## config.mk

```make
export PLATFORM = sky130hd
export DESIGN_NAME = smc_regfile
export DESIGN_NICKNAME = d
export VERILOG_FILES = /design/src/rtl/smc_pkg.sv /design/src/rtl/smc_dbuf.sv /design/src/rtl/smc_regfile.sv
export SDC_FILE = /design/constraint.sdc
export NUM_CORES = 1
export LEC_CHECK = 0
export BUFFER_PORTS_ARGS = -buffer_cell sky130_fd_sc_hd__buf_4
export CORE_ASPECT_RATIO = 0.5
export CORE_UTILIZATION = 56
export DETAILED_ROUTE_END_ITERATION = 10
export GPL_TIMING_DRIVEN = 1
export HOLD_SLACK_MARGIN = 0.03
export PLACE_DENSITY = 0.8
export SYNTH_ARGS = -nofsm -noshare
export SYNTH_HDL_FRONTEND = slang
export SYNTH_SLANG_ARGS = --single-unit
```

## constraint.sdc

```tcl
create_clock -name QCLK -period 2.9 [get_ports QCLK]
set_input_delay 0.435 -clock QCLK [delete_from_list [all_inputs] [get_ports QCLK]]
set_output_delay 0.435 -clock QCLK [all_outputs]
set_load 0.02 [all_outputs]
```

## src/rtl/smc_pkg.sv

```systemverilog
// Shared address map, field positions and default sizes for the stepper motor controller register file.
// Pure constants; no logic, no latency.
package smc_pkg;

  localparam int SMC_NCH    = 12;
  localparam int SMC_DUTY_W = 11;
  localparam int SMC_ADDR_W = 7;

  localparam int SMC_MCCTL0_A  = 'h00;
  localparam int SMC_MCCTL1_A  = 'h01;
  localparam int SMC_MCPER_A   = 'h02;
  localparam int SMC_MCCC_BASE = 'h10;
  localparam int SMC_MCDC_BASE = 'h20;

  localparam int MCTOIF_BIT    = 7;
  localparam int MCTOIE_BIT    = 0;
  localparam int MCDC_SIGN_BIT = 15;

endpackage

```

## src/rtl/smc_dbuf.sv

```systemverilog
// One shadow/active register pair: writes land in the shadow, the transfer strobe copies it to the active copy.
// A write coinciding with the transfer goes straight through to the active copy; no backpressure.
module smc_dbuf #(
  parameter int W = 11
) (
  input  logic         i_clk,
  input  logic         i_rst_n,
  input  logic         i_we,
  input  logic [W-1:0] i_wdat,
  input  logic         i_xfer,
  output logic [W-1:0] o_shadow,
  output logic [W-1:0] o_active
);

  logic [W-1:0] r_shadow;
  logic [W-1:0] r_active;
  logic [W-1:0] w_next_shadow;

  assign w_next_shadow = i_we ? i_wdat : r_shadow;

  always_ff @(posedge i_clk) begin
    if (!i_rst_n) begin
      r_shadow <= '0;
      r_active <= '0;
    end else begin
      r_shadow <= w_next_shadow;
      if (i_xfer) r_active <= w_next_shadow;
    end
  end

  assign o_shadow = r_shadow;
  assign o_active = r_active;

endmodule

```

## src/rtl/smc_regfile.sv

```systemverilog
// SMC register-bus front end: decode, direct control regs, double-buffered period/duty, timer-overflow flag.
// Writes take effect next edge; read data registered one cycle after QSEL; always ready, no backpressure.
module smc_regfile
  import smc_pkg::*;
#(
  parameter int NCH    = SMC_NCH,
  parameter int DUTY_W = SMC_DUTY_W,
  parameter int ADDR_W = SMC_ADDR_W
) (
  input  logic                QCLK,
  input  logic                QRESET,
  input  logic                QSEL,
  input  logic                QWRITE,
  input  logic [ADDR_W-1:0]   QADDR,
  input  logic [15:0]         QDATAIN,
  output logic [15:0]         QDATAOUT,
  input  logic                period_end,
  output logic [7:0]          mcctl0,
  output logic [7:0]          mcctl1,
  output logic [DUTY_W-1:0]   mcper_act,
  output logic [NCH*8-1:0]    mccc_flat,
  output logic [NCH*16-1:0]   mcdc_flat,
  output logic                irq
);

  logic              w_wr;
  logic              w_rd;
  logic              w_ctl0_we;
  logic              w_ctl1_we;
  logic              w_per_we;
  logic [NCH-1:0]    w_mccc_we;
  logic [NCH-1:0]    w_mcdc_we;
  logic [DUTY_W-1:0] w_per_sh;
  logic [DUTY_W:0]   w_dc_sh  [NCH];
  logic [DUTY_W:0]   w_dc_act [NCH];
  logic [DUTY_W:0]   w_dc_wdat;
  logic [15:0]       w_rdata;
  logic              w_unused_dat;

  logic [6:0]        r_mcctl0_lo;
  logic              r_mctoif;
  logic [7:0]        r_mcctl1;
  logic [7:0]        r_mccc [NCH];
  logic [15:0]       r_qdataout;

  // Duty entries are stored compactly as {sign, duty}; the reserved bits between them read as 0.
  function automatic logic [15:0] mcdc_pack(input logic [DUTY_W:0] v);
    return {v[DUTY_W], {(15-DUTY_W){1'b0}}, v[DUTY_W-1:0]};
  endfunction

  assign w_wr         = QSEL & QWRITE;
  assign w_rd         = QSEL & ~QWRITE;
  assign w_ctl0_we    = w_wr && (QADDR == ADDR_W'(SMC_MCCTL0_A));
  assign w_ctl1_we    = w_wr && (QADDR == ADDR_W'(SMC_MCCTL1_A));
  assign w_per_we     = w_wr && (QADDR == ADDR_W'(SMC_MCPER_A));
  assign w_dc_wdat    = {QDATAIN[MCDC_SIGN_BIT], QDATAIN[DUTY_W-1:0]};
  assign w_unused_dat = ^QDATAIN[14:DUTY_W];

  smc_dbuf #(.W(DUTY_W)) u_per (
    .i_clk    (QCLK),
    .i_rst_n  (QRESET),
    .i_we     (w_per_we),
    .i_wdat   (QDATAIN[DUTY_W-1:0]),
    .i_xfer   (period_end),
    .o_shadow (w_per_sh),
    .o_active (mcper_act)
  );

  for (genvar n = 0; n < NCH; n++) begin : g_ch
    assign w_mccc_we[n] = w_wr && (QADDR == ADDR_W'(SMC_MCCC_BASE + n));
    assign w_mcdc_we[n] = w_wr && (QADDR == ADDR_W'(SMC_MCDC_BASE + n));

    smc_dbuf #(.W(DUTY_W + 1)) u_dc (
      .i_clk    (QCLK),
      .i_rst_n  (QRESET),
      .i_we     (w_mcdc_we[n]),
      .i_wdat   (w_dc_wdat),
      .i_xfer   (period_end),
      .o_shadow (w_dc_sh[n]),
      .o_active (w_dc_act[n])
    );

    assign mccc_flat[8*n +: 8]   = r_mccc[n];
    assign mcdc_flat[16*n +: 16] = mcdc_pack(w_dc_act[n]);
  end

  // Period wrap sets the overflow flag even if software clears it in the same cycle.
  always_ff @(posedge QCLK) begin
    if (!QRESET) begin
      r_mcctl0_lo <= '0;
      r_mctoif    <= 1'b0;
      r_mcctl1    <= '0;
      for (int i = 0; i < NCH; i++) r_mccc[i] <= '0;
    end else begin
      if (w_ctl0_we) r_mcctl0_lo <= QDATAIN[6:0];
      if (period_end)                              r_mctoif <= 1'b1;
      else if (w_ctl0_we && QDATAIN[MCTOIF_BIT])   r_mctoif <= 1'b0;
      if (w_ctl1_we) r_mcctl1 <= QDATAIN[7:0];
      for (int i = 0; i < NCH; i++) begin
        if (w_mccc_we[i]) r_mccc[i] <= QDATAIN[7:0];
      end
    end
  end

  always_comb begin
    w_rdata = '0;
    if (QADDR == ADDR_W'(SMC_MCCTL0_A)) w_rdata = {8'h00, r_mctoif, r_mcctl0_lo};
    if (QADDR == ADDR_W'(SMC_MCCTL1_A)) w_rdata = {8'h00, r_mcctl1};
    if (QADDR == ADDR_W'(SMC_MCPER_A))  w_rdata = {{(16-DUTY_W){1'b0}}, w_per_sh};
    for (int i = 0; i < NCH; i++) begin
      if (QADDR == ADDR_W'(SMC_MCCC_BASE + i)) w_rdata = {8'h00, r_mccc[i]};
      if (QADDR == ADDR_W'(SMC_MCDC_BASE + i)) w_rdata = mcdc_pack(w_dc_sh[i]);
    end
  end

  always_ff @(posedge QCLK) begin
    if (!QRESET)   r_qdataout <= '0;
    else if (w_rd) r_qdataout <= w_rdata;
  end

  assign QDATAOUT = r_qdataout;
  assign mcctl0   = {r_mctoif, r_mcctl0_lo};
  assign mcctl1   = r_mcctl1;
  assign irq      = r_mctoif & r_mcctl1[MCTOIE_BIT];

endmodule

```

== After elaboration in Yosys (flattened, before gate mapping) ==
Memory sizes are Yosys's and may differ from the RTL's.
Index checks and enable logic that the tools add are counted.

* Bits in registers: 342
* RAM bits: 96
* Input port bits: 28
* Output and inout bits: 332
* Word-level logic and storage cells: 194
* Memories: 1

{| class="wikitable"
|+ Memories
! memory !! depth !! bits a word !! rd ports !! clocked after memory_dff !! wr ports !! line !! text
|-
| r_mccc || 12 || 8 || 12 || 0 || 12 || smc_regfile.sv:43 || <nowiki>logic [7:0] r_mccc [NCH];</nowiki>
|}

* Equal/unequal tests: 26
* Mux-type cells: 91
* Bitwise logic cells: 16
* Reductions and logical operators: 30

{| class="wikitable"
|+ Operator list
! operator !! count
|-
| two-way mux 16 bit || 26
|-
| two-way mux 12 bit || 12
|-
| two-way mux 8 bit || 13
|-
| == test 7 x 5 -> 1 bit, second input constant || 12
|-
| == test 7 x 6 -> 1 bit, second input constant || 12
|-
| two-way mux 1 bit || 39
|-
| logical AND 1 bit || 28
|-
| bitwise OR 1 bit || 12
|-
| two-way mux 11 bit || 1
|-
| == test 7 x 1 -> 1 bit, second input constant || 1
|-
| == test 7 x 2 -> 1 bit, second input constant || 1
|-
| logical NOT 7 bit || 1
|-
| bitwise AND 1 bit || 3
|-
| nonzero test 2 bit || 1
|-
| inverter 1 bit || 1
|}

== Longest topological paths before layout ==
* Word-level depth: 28
* Mapped depth: 10
* Mapped depth without buffers: 7

== Modules after synthesis ==
From an unflattened synthesis, not the netlist that was laid out.

* Cell total of the unflattened synthesis: 1867
* Area total of the unflattened synthesis: 18522.8 um^2

{| class="wikitable"
|+ Modules (own cells, without submodules)
! module !! times used !! cells an instance !! area an instance (um^2) !! seq. area each (um^2)
|-
| smc_dbuf at g_ch[0].u_dc ... || 12 || 77 || 823.3 || 480.5
|-
| smc_regfile || 1 || 872 || 7886.3 || 3443.3
|-
| smc_dbuf at u_per || 1 || 71 || 757.0 || 440.4
|}

== Least setup slack after synthesis ==
Ideal clock, no wire load.

* Path type: input to register
* Start: input QADDR[5]
* End: memory r_mccc[11][0] (netlist: r_mccc[2][24]) (enable)
* Library setup time: 0.384 ns
* Data arrival time: 2.065 ns
* Required time: 2.516 ns
* Setup slack: 0.451 ns
* Stages: 5
* Path buffers: 1
* Cells stage by stage: or3b_2 buf_2 nor2_2 nand2_1 o21ai_0

{| class="wikitable"
|+ RTL lines
! what !! line !! text
|-
| start: declaration || smc_regfile.sv:14 || <nowiki>input logic [ADDR_W-1:0] QADDR,</nowiki>
|-
| end: declaration || smc_regfile.sv:43 ||
|}

== Worst setup path after layout ==
* Start: input QADDR[4]
* End: register r_qdataout[1] (netlist: QDATAOUT[1])

* Longest elaborated chain between the ends: 28
* Elaborated cells on any way between the ends: 54
* Those cells by class: eq/ne: 26; mux: 27; reduce/logical: 1

{| class="wikitable"
|+ RTL lines
! what !! line !! text
|-
| logical NOT 7 bit || smc_regfile.sv:107 || <nowiki>if (QADDR == ADDR_W'(SMC_MCCTL0_A)) w_rdata = {8'h00, r_mctoif, r_mcctl0_lo};</nowiki>
|-
| two-way mux 8 bit || smc_regfile.sv:107 ||
|-
| two-way mux 16 bit || smc_regfile.sv:108 || <nowiki>if (QADDR == ADDR_W'(SMC_MCCTL1_A)) w_rdata = {8'h00, r_mcctl1};</nowiki>
|-
| two-way mux 16 bit || smc_regfile.sv:109 || <nowiki>if (QADDR == ADDR_W'(SMC_MCPER_A)) w_rdata = {{(16-DUTY_W){1'b0}}, w_per_sh};</nowiki>
|-
| two-way mux 16 bit || smc_regfile.sv:111 || <nowiki>if (QADDR == ADDR_W'(SMC_MCCC_BASE + i)) w_rdata = {8'h00, r_mccc[i]};</nowiki>
|-
| two-way mux 16 bit || smc_regfile.sv:112 || <nowiki>if (QADDR == ADDR_W'(SMC_MCDC_BASE + i)) w_rdata = mcdc_pack(w_dc_sh[i]);</nowiki>
|-
| two-way mux 16 bit || smc_regfile.sv:111 ||
|-
| two-way mux 16 bit || smc_regfile.sv:112 ||
|-
| (+12 left out) || - ||
|-
| two-way mux 16 bit || smc_regfile.sv:111 ||
|-
| two-way mux 16 bit || smc_regfile.sv:112 ||
|-
| two-way mux 16 bit || smc_regfile.sv:111 ||
|-
| two-way mux 16 bit || smc_regfile.sv:112 ||
|-
| two-way mux 16 bit || smc_regfile.sv:111 ||
|-
| two-way mux 16 bit || smc_regfile.sv:112 ||
|-
| two-way mux 16 bit || smc_regfile.sv:111 ||
|-
| two-way mux 16 bit (*) || smc_regfile.sv:112 ||
|-
| end signal: assignment || smc_regfile.sv:118 || <nowiki>else if (w_rd) r_qdataout <= w_rdata;</nowiki>
|-
| end: declaration || smc_regfile.sv:44 || <nowiki>logic [15:0] r_qdataout;</nowiki>
|}

Mark *: on every way between the ends. The rest lies on a longest branch, timed or not.
A chain may end at the register's enable or synchronous reset.

==> summary.md <==
| Metric | Value |
|---|---|
| Layout cells sized above 1 | `23.9%` |
| R2R depth | `6` |
| Post-synth top area cell | `dfxtp_1` |
| CTS tree | `done` |
| Final Hold Viols | `0` |
| Final Total Pwr | `13.3 mW` |
| Core region area | `0.0333 mm²` |
| Final #Nets | `2,271` |
| Number of synthesis warnings | `0` |
| Clock Path Buffers | `3` |
| Starting density of the core | `57.3%` |
| Post-cts hold buffer count | `0` |
| Share of the synthesized area in the top cell type | `35.5%` |
| Final core utilization | `70.9%` |
| Hold path cells | `3` |
| Final wirelength | `73.8 mm` |
| DP HPWL | `54.2 mm` |
| Gp weighted congestion | `1.07` |
| Syn avg cell area | `9.99 µm²` |
| Wire per inst | `27.2 µm` |
| Fin crit period | `2.44 ns` |
| Initial antenna violation count | `2` |
| CP Cell Sequence | `buf_4 > nor3b_4 > buf_4 > buf_4 > a21oi_1 > o22ai_1 > a21oi_1 > a2111oi_0 > buf_4 > o31a_1` |
| Worst Path Arrival | `2.94 ns` |
| Pleak | `11.2 nW` |
| Antenna-violating nets left | `0` |
| Most frequent cell after synthesis | `dfxtp_1` |
| Slowest CP cell | `a2111oi_0` |
| Gates resized, CTS repair | `0` |
| Clock transition at path regs | `0.07 ns` |
| R2R Setup Slk | `0.59 ns` |
| Synth top area cells | `dfxtp_1, edfxtp_1, mux2i_1` |
| Tightest Pin Transition | `0.987 ns` |
| Die area | `0.0349 mm²` |
| CP endpoint kind | `flip-flop` |
| CP required | `3.40 ns` |
| Hold wc startpoint | `QDATAIN[15]` |
| Synth cell types | `71` |
| Skew-Pair Late Insertion Delay | `0.56 ns` |
| Row cnt | `47` |
| Synth top cells by count | `dfxtp_1, nand2_1, mux2i_1` |
| Met3 usage | `18.5%` |
| Seq/Total Area, Yosys | `50.6%` |
| GRT Total Usage | `40.5%` |
| Count of final setup violators | `0` |
| Number of synthesized flops with an enable pin | `96` |
| Synth Cell Area | `0.0191 mm²` |
| Vias in the first global route | `15,467` |
| Startpoint Class | `input port` |
| Die W | `263 µm` |
| Drc violations | `0` |
| Worst hold endpoint | `g_ch[1].u_dc.o_shadow[11]$_SDFF_PN0_` |
| IO Port Bufs | `303` |
| H-tree depth | `2` |
| Root buffer cell | `clkbuf_16` |
| CTS sink count | `434` |
| Met1 Use GR | `54.2%` |
| Reg2reg start | `g_ch[6].u_dc.o_shadow[1]$_SDFF_PN0_` |
| Num CTS Buffers | `38` |
| Ratio of total power to cell area | `564 mW/mm²` |
| Critical path peak fanout | `13` |
| P&R area growth vs syn | `23.6%` |
| Worst Hold Class | `input port to flip-flop` |
| Clock skew | `0.0199 ns` |
| Period utilization | `84.3%` |
| First-pass GRT wire length | `103 mm` |
| Post-CTS Setup Bufs | `0` |
| Top_reg_cell synth | `dfxtp_1` |
| DRT iter0 DRCs | `2,277` |
| Synth async-reset ratio | `0%` |
| Max-cap violations | `0` |
| Pre-antenna DRT Iters | `5` |
| Most used cell, CP | `buf_4` |
| RSZ-0062 raised after global routing | `no` |
| Via density per instance | `6.23` |
| Pin count of the biggest net entering global routing | `121` |
| Final Max Tran Viols | `0` |
| Max IR drop VDD | `0.393 mV` |
| I/O pin total | `360` |
| Top Usage Layer GRT | `met2` |
| Vias | `16,922` |
| Status | `finished clean` |
| Fill cell count | `2,531` |
| FF+latch count, synth | `434` |
| Cells after synthesis | `1,911` |
| CP max stage delay | `0.70 ns` |
| Worst setup path class | `input port to flip-flop` |
| Fmax achieved | `409 MHz` |
| Gr ovfl total | `0` |
| Worst slew margin relative to its limit | `34.0%` |
| Crit path from | `QADDR[4]` |
| Die H | `133 µm` |
| GR Util met2 | `57.1%` |
| RR Endpoint | `QDATAOUT[1]$_SDFFE_PN0P_` |
-- worst max-delay path, delay by kind of cell --
| kind | cells | cell delay (ns) |
|---|---|---|
| AO/OA/AOI/OAI | 5 | 1.20 |
| buffers and inverters | 4 | 0.83 |
| AND/OR/NAND/NOR | 1 | 0.46 |
-- metal layers --
layer	vias to the layer above	wire [µm]
li1	7398	-
met1	8228	29600
met2	1108	30300
met3	184	11000
met4	4	2660
met5	-	177
-- worst max-delay path by stage --
| stage | cells past startpoint | slack, ns | endpoint |
|---|---|---|---|
| after floorplan | 5 | 0.45 | r_mccc[2][24]$_DFFE_PP_ |
| after global placement | 10 | 0.06 | QDATAOUT[1]$_SDFFE_PN0P_ |
| after detailed placement | 10 | -0.003 | QDATAOUT[1]$_SDFFE_PN0P_ |
| after CTS | 10 | 0.55 | QDATAOUT[1]$_SDFFE_PN0P_ |
| after global routing | 10 | 0.43 | QDATAOUT[1]$_SDFFE_PN0P_ |
| final | 10 | 0.46 | QDATAOUT[1]$_SDFFE_PN0P_ |
-- power by group --
part	internal, mW	switching, mW	total (mW)	leakage, nW
sequential	6.37	0.155	6.52	3.67
combinational	0.542	1.01	1.55	6.87
clock	2.83	2.40	5.23	0.623
total	9.74	3.57	13.3	11.2
-- layout make-up --
class	count	area [µm²]	area share, %
antenna	2	5.00	0.0212
inverter	13	48.8	0.207
multi-input combinational	1300	8500	36.0
tap	441	552	2.34
sequential	434	9650	40.9
clock inverter	12	101	0.429
timing repair buffer	456	3570	15.1
clock buffer	57	1170	4.95
-- state kept, by name, summed over array words and instances (netlist names) --
register / cells
r_mctoif: 1
r_mccc: 96
u_per.o_shadow: 11
g_ch.u_dc.o_active: 144
g_ch.u_dc.o_shadow: 144
u_per.o_active: 11
r_mcctl0_lo: 7
QDATAOUT: 12
mcctl1: 8
-- through the flow --
step | worst slack [ns] | cells | area, µm² | setup TNS, ns | hold WS (ns)
CTS | 0.549 | 2713 | 23600 | 0 | 0.339
detailed placement | -0.00294 | 2644 | 22300 | -0.00294 | 0.469
global route | 0.434 | 2713 | 23600 | 0 | 0.364
global placement | 0.0641 | 2644 | 22300 | 0 | 0.462
finish | 0.456 | 2715 | 23600 | 0 | 0.356
floorplan | 0.451 | 1962 | 19300 | 0 | 0.493
-- cells in the final DEF (no fill, tap or decap), types with 22 or more instances in the layout --
cell type and count:
nor2b_1 161, edfxtp_1 96, nand2_1 243, nand3_1 35, buf_4 443, dfxtp_1 338, a21oi_1 57, o211a_1 156
clkbuf_16 40, o21ai_0 43, nor3_1 22, mux2i_1 163, a22oi_1 34, nor2_1 140, conb_1 52
-- cell families after synthesis --
family	synth area share, %
simple gates	16.2
compound gates	18.4
flops	50.6
buf+inv	6.01
mux	8.78
xor+xnor	0.0459
other cells	0.0196
Note: power is estimated with default switching activity, not from simulation.
